===== src/rtl/pwm_duty_ramp_ctrl_if.sv =====
// Interface bundling the duty-ramp controller's configuration inputs and
// its duty/status outputs.
//   master : drives target_duty, ramp_en, step_size, tick_div, period_wrap;
//            receives duty_out, busy, done
//   slave  : the ramp controller itself
// Parameters: DIV_W (prescale/tick_div width), STEP_W (step_size width).
interface pwm_duty_ramp_ctrl_if #(
    parameter int DIV_W  = 8,
    parameter int STEP_W = 4
);
    logic [7:0]        target_duty;
    logic              ramp_en;
    logic [STEP_W-1:0] step_size;
    logic [DIV_W-1:0]  tick_div;
    logic              period_wrap;
    logic [7:0]        duty_out;
    logic              busy;
    logic              done;

    modport master (
        output target_duty, ramp_en, step_size, tick_div, period_wrap,
        input  duty_out, busy, done
    );

    modport slave (
        input  target_duty, ramp_en, step_size, tick_div, period_wrap,
        output duty_out, busy, done
    );
endinterface


===== src/rtl/pwm_duty_ramp_ctrl.sv =====
// Ramps the PWM duty cycle from its current value towards the SPI-written
// target in steps of step_size (0 treated as 1), one step every tick_div+1
// clocks, giving a fade instead of a jump.
// Ports:
//   clk    in  system clock
//   rst_n  in  synchronous reset, active low
//   bus    pwm_duty_ramp_ctrl_if.slave:
//            target_duty, ramp_en, step_size, tick_div, period_wrap (in)
//            duty_out, busy, done (out)
// Build option: RAMP_PERIOD_SYNC_EN -- when defined, due steps and bypass
// updates are held until period_wrap so duty only moves on PWM period
// boundaries. When undefined, period_wrap is ignored.
//
// state  | meaning
// IDLE   | duty_out settled (equals target, or bypassing)
// UP     | ramping duty_out upwards towards target
// DOWN   | ramping duty_out downwards towards target
module pwm_duty_ramp_ctrl #(
    parameter int DIV_W  = 8,
    parameter int STEP_W = 4
) (
    input  logic                    clk,
    input  logic                    rst_n,
    pwm_duty_ramp_ctrl_if.slave     bus
);
    localparam logic [1:0] S_IDLE = 2'd0;
    localparam logic [1:0] S_UP   = 2'd1;
    localparam logic [1:0] S_DOWN = 2'd2;

    logic [1:0]       state;
    logic [DIV_W-1:0] count;
    logic [7:0]       duty_q;
    logic             busy_q;
    logic             done_q;

    logic [8:0] step_eff;
    logic [8:0] duty_ext;
    logic [8:0] tgt_ext;
    logic [8:0] diff;
    logic [8:0] duty_next;
    logic       tgt_above;
    logic       lands;
    logic       step_due;
    logic       step_go;
    logic       bypass_go;

    // 9-bit arithmetic so the step sum/difference can never wrap; a step
    // that would reach or pass the target lands exactly on it instead.
    always_comb begin
        step_eff  = (bus.step_size == '0) ? 9'd1 : {{(9-STEP_W){1'b0}}, bus.step_size};
        duty_ext  = {1'b0, duty_q};
        tgt_ext   = {1'b0, bus.target_duty};
        tgt_above = tgt_ext > duty_ext;
        diff      = tgt_above ? (tgt_ext - duty_ext) : (duty_ext - tgt_ext);
        lands     = diff <= step_eff;
        duty_next = tgt_above ? (duty_ext + step_eff) : (duty_ext - step_eff);
        step_due  = count == bus.tick_div;
    end

`ifdef RAMP_PERIOD_SYNC_EN
    assign step_go   = step_due & bus.period_wrap;
    assign bypass_go = bus.period_wrap;
`else
    logic unused_period_wrap;
    assign unused_period_wrap = bus.period_wrap;
    assign step_go   = step_due;
    assign bypass_go = 1'b1;
`endif

    always_ff @(posedge clk) begin
        if (!rst_n) begin
            state  <= S_IDLE;
            count  <= '0;
            duty_q <= 8'd0;
            busy_q <= 1'b0;
            done_q <= 1'b0;
        end else begin
            done_q <= 1'b0;
            if (!bus.ramp_en) begin
                state  <= S_IDLE;
                busy_q <= 1'b0;
                count  <= '0;
                if (bypass_go) begin
                    duty_q <= bus.target_duty;
                end
            end else begin
                case (state)
                    S_IDLE: begin
                        if (bus.target_duty != duty_q) begin
                            state  <= tgt_above ? S_UP : S_DOWN;
                            busy_q <= 1'b1;
                            count  <= '0;
                        end
                    end
                    S_UP, S_DOWN: begin
                        if (step_go) begin
                            count <= '0;
                            if (lands) begin
                                duty_q <= bus.target_duty;
                                state  <= S_IDLE;
                                busy_q <= 1'b0;
                                done_q <= 1'b1;
                            end else begin
                                // direction re-evaluated every step so a
                                // retarget across duty_out reverses here
                                duty_q <= duty_next[7:0];
                                state  <= tgt_above ? S_UP : S_DOWN;
                            end
                        end else if (!step_due) begin
                            count <= count + 1'b1;
                        end
                        // due but waiting for period_wrap: count parks at tick_div
                    end
                    default: begin
                        state  <= S_IDLE;
                        busy_q <= 1'b0;
                        count  <= '0;
                    end
                endcase
            end
        end
    end

    assign bus.duty_out = duty_q;
    assign bus.busy     = busy_q;
    assign bus.done     = done_q;
endmodule


===== src/flat_wrapper.sv =====
// flat-port wrapper written by rule: the top's interface ports become plain ports
module pwm_duty_ramp_ctrl_flat 
#(
    parameter int DIV_W  = 8,
    parameter int STEP_W = 4
)
  (clk, rst_n, bus_target_duty, bus_ramp_en, bus_step_size, bus_tick_div, bus_period_wrap, bus_duty_out, bus_busy, bus_done);
  pwm_duty_ramp_ctrl_if #(.DIV_W(DIV_W), .STEP_W(STEP_W)) bus_i ();
  input  logic clk;
  input  logic rst_n;
  input wire logic [$bits(bus_i.target_duty)-1:0] bus_target_duty;
  input wire logic [$bits(bus_i.ramp_en)-1:0] bus_ramp_en;
  input wire logic [$bits(bus_i.step_size)-1:0] bus_step_size;
  input wire logic [$bits(bus_i.tick_div)-1:0] bus_tick_div;
  input wire logic [$bits(bus_i.period_wrap)-1:0] bus_period_wrap;
  output wire logic [$bits(bus_i.duty_out)-1:0] bus_duty_out;
  output wire logic [$bits(bus_i.busy)-1:0] bus_busy;
  output wire logic [$bits(bus_i.done)-1:0] bus_done;
  assign bus_i.target_duty = bus_target_duty;
  assign bus_i.ramp_en = bus_ramp_en;
  assign bus_i.step_size = bus_step_size;
  assign bus_i.tick_div = bus_tick_div;
  assign bus_i.period_wrap = bus_period_wrap;
  assign bus_duty_out = bus_i.duty_out;
  assign bus_busy = bus_i.busy;
  assign bus_done = bus_i.done;
  pwm_duty_ramp_ctrl #(.DIV_W(DIV_W), .STEP_W(STEP_W)) u_core (.clk(clk), .rst_n(rst_n), .bus(bus_i));
endmodule

===== config.mk =====
export PLATFORM = sky130hd
export DESIGN_NAME = pwm_duty_ramp_ctrl_flat
export DESIGN_NICKNAME = d
export VERILOG_FILES = /design/src/rtl/pwm_duty_ramp_ctrl_if.sv /design/src/rtl/pwm_duty_ramp_ctrl.sv /design/src/flat_wrapper.sv
export SDC_FILE = /design/constraint.sdc
export NUM_CORES = 1
export LEC_CHECK = 0
export ABC_AREA = 0
export CAP_MARGIN = 10
export CORE_MARGIN = 8
export CORE_UTILIZATION = 57
export CTS_BUF_LIST = sky130_fd_sc_hd__clkbuf_8
export DETAILED_ROUTE_END_ITERATION = 12
export PLACE_DENSITY = 0.83
export REMOVE_ABC_BUFFERS = 1
export SLEW_MARGIN = 20
export SYNTH_ARGS = -nofsm -noshare
export SYNTH_HDL_FRONTEND = slang
export SYNTH_SLANG_ARGS = --single-unit

===== constraint.sdc =====
create_clock -name clk -period 4.55 [get_ports clk]
set_input_delay 0.91 -clock clk [delete_from_list [all_inputs] [get_ports clk]]
set_output_delay 0.91 -clock clk [all_outputs]
set_load 0.03 [all_outputs]

==> impl_metrics.csv, run 1 <==
group,metric,value,unit
layout,final_cell_mix,"buf_4 (34), clkdlybuf4s50_1 (31), inv_1 (30), ha_1 (30), nand2_1 (29)",
die,fp.dieArea,6520,um2
layout,mostFrequentLayoutCell,"buf_4",
worst_setup_path,cp.required,4710,ps
routing,num_vias,2380,
timing,setup_viol,0,
worst_setup_path,worstPathCellList,"clkdlybuf4s50_1 > ha_4 > nand3_4 > o211ai_1 > o21ba_4 > buf_4 > mux2i_2 > ha_1 > nor2b_1 > o21a_1 > o211ai_1 > a31oi_2 > xnor3_1 > or4_1 > o311ai_1",
die,core.rowCount,23,
worst_setup_path,critPathLaunchType,"primary input",
logic_synthesis,seq_area_frac_synth,16.8,%
cts,max-clock-path-buffers,2,
power_and_ir_drop,combPwrFrac,63.7,%
power_and_ir_drop,power.internal,651,uW
grt,grtUsageTotal,20.2,%
timing,rsz0062_at_grt,"false",
worst_setup_path,worstSetupPathType,"in2reg",
cts,cts.clk_slew.worst_paths,80,ps
power_and_ir_drop,worst_ir_drop_vdd,317,uV
timing,slew_violations,0,
timing,fin_skew,5.77,ps
layout,seq_area,400,um2
cts,cts_buffers,3,
grt,grt_antenna_before_repair,0,
logic_synthesis,synthCells,287,
timing,finalCritPeriodShare,97.6,%
timing,fmax,225,MHz
place,io_buffers,32,
routing,drt_iter0_markers,126,
routing,vias_per_cell,5.96,
timing,slew_headroom,69.7,%
grt,grt_max_degree,13,
timing,fin_tns_setup,0,ps
grt,grt_overflow,0,
grt,grt_pass1_vias,2311,
cts,clk_root_buffer_cell,"clkbuf_8",
power_and_ir_drop,netSwitchingFraction,40.3,%
power_and_ir_drop,p_clk_share,16.3,%
timing,hold_viol,0,
routing,drt_first_pass_iters,5,
power_and_ir_drop,switching_power,439,uW
worst_setup_path,slowest_delay,480,ps
worst_setup_path,crit_path_max_fanout,4,
grt,grt_pass1_wl,10.7,mm
timing,fin_crit,4440,ps
die,initial_core_util,59.3,%
layout,final_util,77.0,%
routing,routedWlPerCell,16.8,um
job,max_cap_viol_count,0,
worst_hold_path,hold_path_class,"reg2reg",
die,ios,34,
logic_synthesis,syn_area,2390,um2
layout,drive_gt1_share,20.6,%
routing,routed_wl,6.69,mm
cts,htree_levels,1,
layout,n_antenna_cell,0,
power_and_ir_drop,power_leakage,0.00134,uW
layout,nNetsFinal,409,
power_and_ir_drop,power_density,352,nW/um2
logic_synthesis,yosysWarnings,0,
worst_setup_path,endpoint_kind,"flop",
place,gp_congestion,0.939,
place,dp_hpwl,5.23,mm
logic_synthesis,ys_async_sr_fraction,0,%
cts,cts.sinks,20,
die,coreArea,4030,um2
worst_setup_path,worstPathArrival,4600,ps
logic_synthesis,synth-edff-count,0,
routing,postRouteAntennaNets,0,
run_status,status,"finished clean",
routing,drc,0,
layout,fill_cells,275,
power_and_ir_drop,seq_power_share,20.0,%
worst_setup_path,critPathSlowestCell,"clkdlybuf4s50_1",
logic_synthesis,yosys.cell_types.count,66,
worst_setup_path,cpMostUsedCell,"o211ai_1",
die,die_h,80.8,um
layout,multi_input_area,1860,um2
cts,clkLatencyLatePin,260,ps
logic_synthesis,ys_ff_latch,20,
timing,worst_slew_pin_slew,452,ps
worst_setup_path,reg2reg_setup_slack,490,ps
power_and_ir_drop,fin_total_pwr,1090,uW
layout,synthToLayoutAreaGrowth,29.7,%
logic_synthesis,synthFlopType,"dfxtp_1",
cts,tritoncts,"built",
logic_synthesis,avgSynthCellArea,8.33,um2
die,die-width,80.8,um
sequential cells by signal, summed over array words and instances, names as in the netlist:
signal               flops
u_core.bus.busy          1
u_core.bus.done          1
u_core.bus.duty_out      8
u_core.count             8
u_core.state             2
cells in the mapped netlist (2+ instances only):
cell type   n  area share (%)
o31ai_1     2            0.63
inv_1      30             4.7
nand2_1    29             4.6
buf_4       3            0.94
buf_2       2            0.42
nand3b_1    3            0.94
ha_1       32              17
a32o_1      2            0.84
or4_2       4             1.5
xor2_1     12             4.4
a211oi_1    4             1.3
nor3_1      8             1.7
a21o_1      2            0.63
o21ai_0     7             1.5
or2_2       3            0.79
o21bai_1    4             1.3
mux2_2      2            0.94
buf_6       3             1.4
o21a_1      3            0.94
fa_1        3             2.5
and2_1      2            0.52
nor2b_1     6             1.6
nand3_1     9             1.9
dfxtp_1    20              17
o211ai_1    5             1.6
xnor2_1    13             4.8
mux2i_1     4             1.7
nor2_1     15             2.4
o311ai_1    5             1.8
a21oi_1    14             2.9
layer usage:
layer / GRT usage (%) / share of wire, % / vias to the layer above
li1: - / - / 1152
met1: 25.3 / 41 / 1122
met4: 5.89 / 2.3 / 0
met2: 34.9 / 50 / 89
met5: 0 / 0 / -
met3: 3.20 / 6.3 / 17
through the flow:
step | hold slack (ps) | area [um2] | setup WS [ps] | cells
after floorplan | 468 | 2320 | 343 | 278
after global placement | 463 | 2960 | -88.1 | 394
after detailed placement | 468 | 2960 | -205 | 394
after CTS | 477 | 3030 | 20.2 | 398
after global routing | 497 | 3100 | 10.9 | 399
final | 473 | 3100 | 108 | 399
timing repair:
item | in CTS | in global routing
hold buffers | 0 | 0
endpoints found under the setup margin | 0 | 11
resized for setup | 0 | 11
setup buffers | 0 | 1
kinds of logic (layout without fill, tap and decap cells):
family          Yosys count  count (layout)  synth area share (%)
compound gates           67              67                  22.3
xor+xnor                 26              26                  10.1
fa+ha+maj                35              35                  19.3
buf+inv                  40             102                  7.91
flops                    20              20                  16.8
mux                       6               6                  2.62
simple gates             93              93                  21.0
power by group through the flow:
stage,Combinational [uW],Sequential (uW),Clock (uW)
3_3_place_gp,633,220,0
6_report,694,218,178
2_1_floorplan,400,239,0
3_5_place_dp,653,220,0
4_1_cts,661,216,181
5_1_grt,753,220,190
area by class of cell:
| cell class | count | share of cell area [%] |
|---|---|---|
| clock buffers | 3 | 1.33 |
| clock inverters | 1 | 0.969 |
| inverters | 31 | 3.83 |
| multi-input cells | 227 | 59.9 |
| flip-flops and latches | 20 | 12.9 |
| well taps | 50 | 2.02 |
| repair buffers | 67 | 19.0 |
path summary, 6_finish.rpt:
check | depth (start not counted) | end | from
setup reg to reg | 15 | u_core.bus.duty_out[7]$_SDFFE_PN0P_ | u_core.bus.duty_out[1]$_SDFFE_PN0P_
setup / recovery | 15 | u_core.bus.duty_out[7]$_SDFFE_PN0P_ | bus_target_duty[6]
hold reg to reg | 2 | u_core.bus.busy$_SDFFE_PN0P_ | u_core.bus.busy$_SDFFE_PN0P_
hold / removal | 2 | u_core.bus.busy$_SDFFE_PN0P_ | u_core.bus.busy$_SDFFE_PN0P_
critical path, delay by kind of cell:
kind            cells  cell delay, ps
compound gates      6            1230
simple gates        3             660
buf+inv             2             610
fa+ha+maj           2             590
xor+xnor            1             360
mux                 1             230
No activity file was read; power rests on OpenSTA's default activity.
==> run 2, diff against run 1 <==
--- a/config.mk
+++ b/config.mk
@@ -11,6 +11,7 @@
 export CORE_UTILIZATION = 57
 export CTS_BUF_LIST = sky130_fd_sc_hd__clkbuf_8
 export DETAILED_ROUTE_END_ITERATION = 12
+export HOLD_SLACK_MARGIN = 0.02
 export PLACE_DENSITY = 0.83
 export REMOVE_ABC_BUFFERS = 1
 export SLEW_MARGIN = 20
==> results of run 2 <==
Final layout, timing and power as in run 1 (identical DEF).
==> run 3, diff against run 2 <==
--- a/config.mk
+++ b/config.mk
@@ -5,14 +5,13 @@
 export SDC_FILE = /design/constraint.sdc
 export NUM_CORES = 1
 export LEC_CHECK = 0
-export ABC_AREA = 0
+export ABC_AREA = 1
 export CAP_MARGIN = 10
 export CORE_MARGIN = 8
-export CORE_UTILIZATION = 57
+export CORE_UTILIZATION = 35
 export CTS_BUF_LIST = sky130_fd_sc_hd__clkbuf_8
 export DETAILED_ROUTE_END_ITERATION = 12
 export HOLD_SLACK_MARGIN = 0.02
-export PLACE_DENSITY = 0.83
 export REMOVE_ABC_BUFFERS = 1
 export SLEW_MARGIN = 20
 export SYNTH_ARGS = -nofsm -noshare
==> run 3 against run 2 <==
  * Largest power group unchanged
  * Clock power rose by 3%
  * Register-to-register slack improved by 570 ps
  * Combinational power fell by 26%
  * Power fell by 17%
  * Final cell count rose by 29%
  * Synthesized cell count rose by 34%
  * Non-clock buffer count fell by 29
  * Critical path depth rose by 4
  * Die area rose by 52%
==> impl_metrics.csv, run 3 <==
group,metric,value,unit
routing,drt_first_pass_iters,4,
timing,finalCritPeriodShare,89.9,%
logic_synthesis,synthCells,386,
logic_synthesis,synth_top_area_share,16.4,%
place,dpl_cell_area,2880,um2
grt,grt_pass1_vias,2298,
logic_synthesis,syn_area,2450,um2
routing,routed_wl,6.24,mm
power_and_ir_drop,power_leakage,0.00156,uW
cts,cts_resized,0,
worst_setup_path,slowest_delay,450,ps
worst_setup_path,critPathLaunchType,"primary input",
worst_setup_path,worstSetupPathType,"in2reg",
grt,grt_util_met2,22.0,%
die,initial_core_util,36.0,%
die,die_h,99.6,um
timing,slew_violations,0,
logic_synthesis,seq_area_frac_synth,16.4,%
logic_synthesis,yosysWarnings,0,
cts,cts_setup_buffers,0,
grt,grt_pass1_wl,10.5,mm
grt,grtUsageMet3,1.12,%
logic_synthesis,yosysMostFrequentCell,"nand2_1",
cts,htree_levels,1,
timing,fin_tns_setup,0,ps
logic_synthesis,netlist_top_cells_count,"nand2_1 (104), inv_1 (67), ha_1 (32), nand3_1 (32), a21oi_1 (27)",
logic_synthesis,synth_area_leaders,"dfxtp_1 (16%), ha_1 (16%), nand2_1 (16%), inv_1 (10%), nand3_1 (6.5%)",
timing,post-route-worst-setup-slack,461,ps
worst_setup_path,endpoint_kind,"flop",
place,gp_congestion,0.891,
layout,mostFrequentLayoutCell,"nand2_1",
timing,whs,515,ps
cts,cts_buffers,3,
logic_synthesis,avgSynthCellArea,6.34,um2
place,dp_hpwl,5.33,mm
logic_synthesis,synth_top_area_cell,"dfxtp_1",
job,max_cap_viol_count,0,
layout,drive_gt1_share,7.64,%
timing,fin_crit,4090,ps
grt,grt_busiest_layer,"met2",
place,pre_cts_slack,189,ps
routing,drt_iter0_markers,75,
die,core.rowCount,30,
die,ios,34,
grt,grtUsageTotal,12.8,%
grt,grt_max_degree,14,
timing,worst_slew_pin_slew,427,ps
cts,max-clock-path-buffers,2,
worst_hold_path,hold_depth,2,
power_and_ir_drop,power_density,307,nW/um2
timing,hold_viol,0,
grt,grtUsageMet1,16.4,%
logic_synthesis,yosys.cell_types.count,34,
cts,tritoncts,"built",
routing,postRouteAntennaNets,0,
power_and_ir_drop,worst_ir_drop_vdd,160,uV
worst_setup_path,worstPathCellList,"clkdlybuf4s50_1 > ha_1 > nand2_2 > nor2_2 > nand3_1 > nand3_2 > nand2_4 > buf_4 > nor2_1 > xor2_1 > ha_1 > a21oi_1 > nand2_1 > a21oi_1 > nand3b_1 > nand2_1 > nand3_1 > nand3_2 > a21oi_2",
cts,cts.sinks,20,
routing,routedWlPerCell,12.1,um
logic_synthesis,ys_async_sr_fraction,0,%
cts,hold_buffers,0,
logic_synthesis,ys_ff_latch,20,
cts,cts.clk_slew.worst_paths,80,ps
timing,slew_headroom,71.4,%
routing,drc,0,
grt,grt_overflow,0,
layout,seq_area,400,um2
cts,clk_root_buffer_cell,"clkbuf_8",
layout,n_antenna_cell,0,
place,io_buffers,32,
worst_setup_path,cp.required,4750,ps
timing,fin_skew,6.03,ps
logic_synthesis,synthFlopType,"dfxtp_1",
layout,fill_cells,722,
worst_setup_path,worstPathArrival,4290,ps
layout,synthToLayoutAreaGrowth,20.5,%
timing,rsz0062_at_grt,"false",
grt,grt_antenna_before_repair,0,
layout,finalInstanceArea,2950,um2
layout,multi_input_area,1720,um2
cts,clkLatencyLatePin,270,ps
logic_synthesis,synth-edff-count,0,
die,die-width,99.6,um
layout,final_cell_mix,"nand2_1 (104), inv_1 (67), nand3_1 (32), ha_1 (32), clkdlybuf4s50_1 (32)",
worst_setup_path,reg2reg_depth,19,
worst_setup_path,crit_path_max_fanout,10,
run_status,status,"finished clean",
routing,num_vias,2388,
timing,setup_viol,0,
worst_setup_path,critPathSlowestCell,"ha_1",
timing,fmax,245,MHz
layout,nNetsFinal,479,
routing,vias_per_cell,4.64,
die,coreArea,6790,um2
die,fp.dieArea,9920,um2
worst_hold_path,hold_path_class,"reg2reg",
==> run 3: cell types whose count changed after synthesis, moves of 6 or more <==
cell     change
nand2_1     +75
inv_1       +37
nand3_1     +23
a21oi_1     +13
xnor2_1     -10
nor2b_1      -6
o21ai_0      +6
o21ai_1      +6
==> run 3: worst max-delay path: cells and delay by family <==
kind            cells  cell delay [ps]
simple gates       11             1200
buf+inv             2              630
fa+ha+maj           2              770
compound gates      3              580
xor+xnor            1              200
==> run 3: area by class of cell <==
type	count	area share (%)
timing repair buffer	38	12.4
sequential	20	13.6
clock inverter	1	1.02
multi-input combinational	284	58.2
clock buffer	3	1.40
tap	96	4.07
inverter	73	9.34
==> run 3: where the power goes <==
group          switching (uW)  internal [uW]
logic                     308            206
registers                17.8            189
clock network            66.3            118
==> run 3: kinds of logic after synthesis <==
family	count (synthesis)	share of synthesized area, %
flip-flops	20	16.4
XOR/XNOR	17	6.09
multiplexers	1	0.409
AND/OR/NAND/NOR	181	34.2
adder cells (fa/ha/maj)	35	18.8
AO/OA/AOI/OAI	50	10.6
buffers and inverters	82	13.5
==> run 3: per-layer routing <==
| metal | up-vias | wire [um] |
|---|---|---|
| li1 | 1287 | - |
| met1 | 1064 | 3030 |
| met2 | 31 | 2990 |
| met3 | 6 | 155 |
| met4 | 0 | 67 |
| met5 | - | 0 |
==> run 3: final timing paths <==
path,start,to,slack (ps)
max,bus_target_duty[4],u_core.bus.duty_out[7]$_SDFFE_PN0P_,460
min,u_core.bus.busy$_SDFFE_PN0P_,u_core.bus.busy$_SDFFE_PN0P_,520
max reg2reg,u_core.bus.duty_out[4]$_SDFFE_PN0P_,u_core.bus.duty_out[7]$_SDFFE_PN0P_,1060
min reg2reg,u_core.bus.busy$_SDFFE_PN0P_,u_core.bus.busy$_SDFFE_PN0P_,520
==> run 3: per-stage QoR <==
step                power [uW]  instances  utilization (%)
floorplan                  580        377                -
detailed placement         726        511             42.3
global placement           721        511             42.3
global route               986        515             43.4
finish                     904        515             43.4
CTS                        912        515             43.4
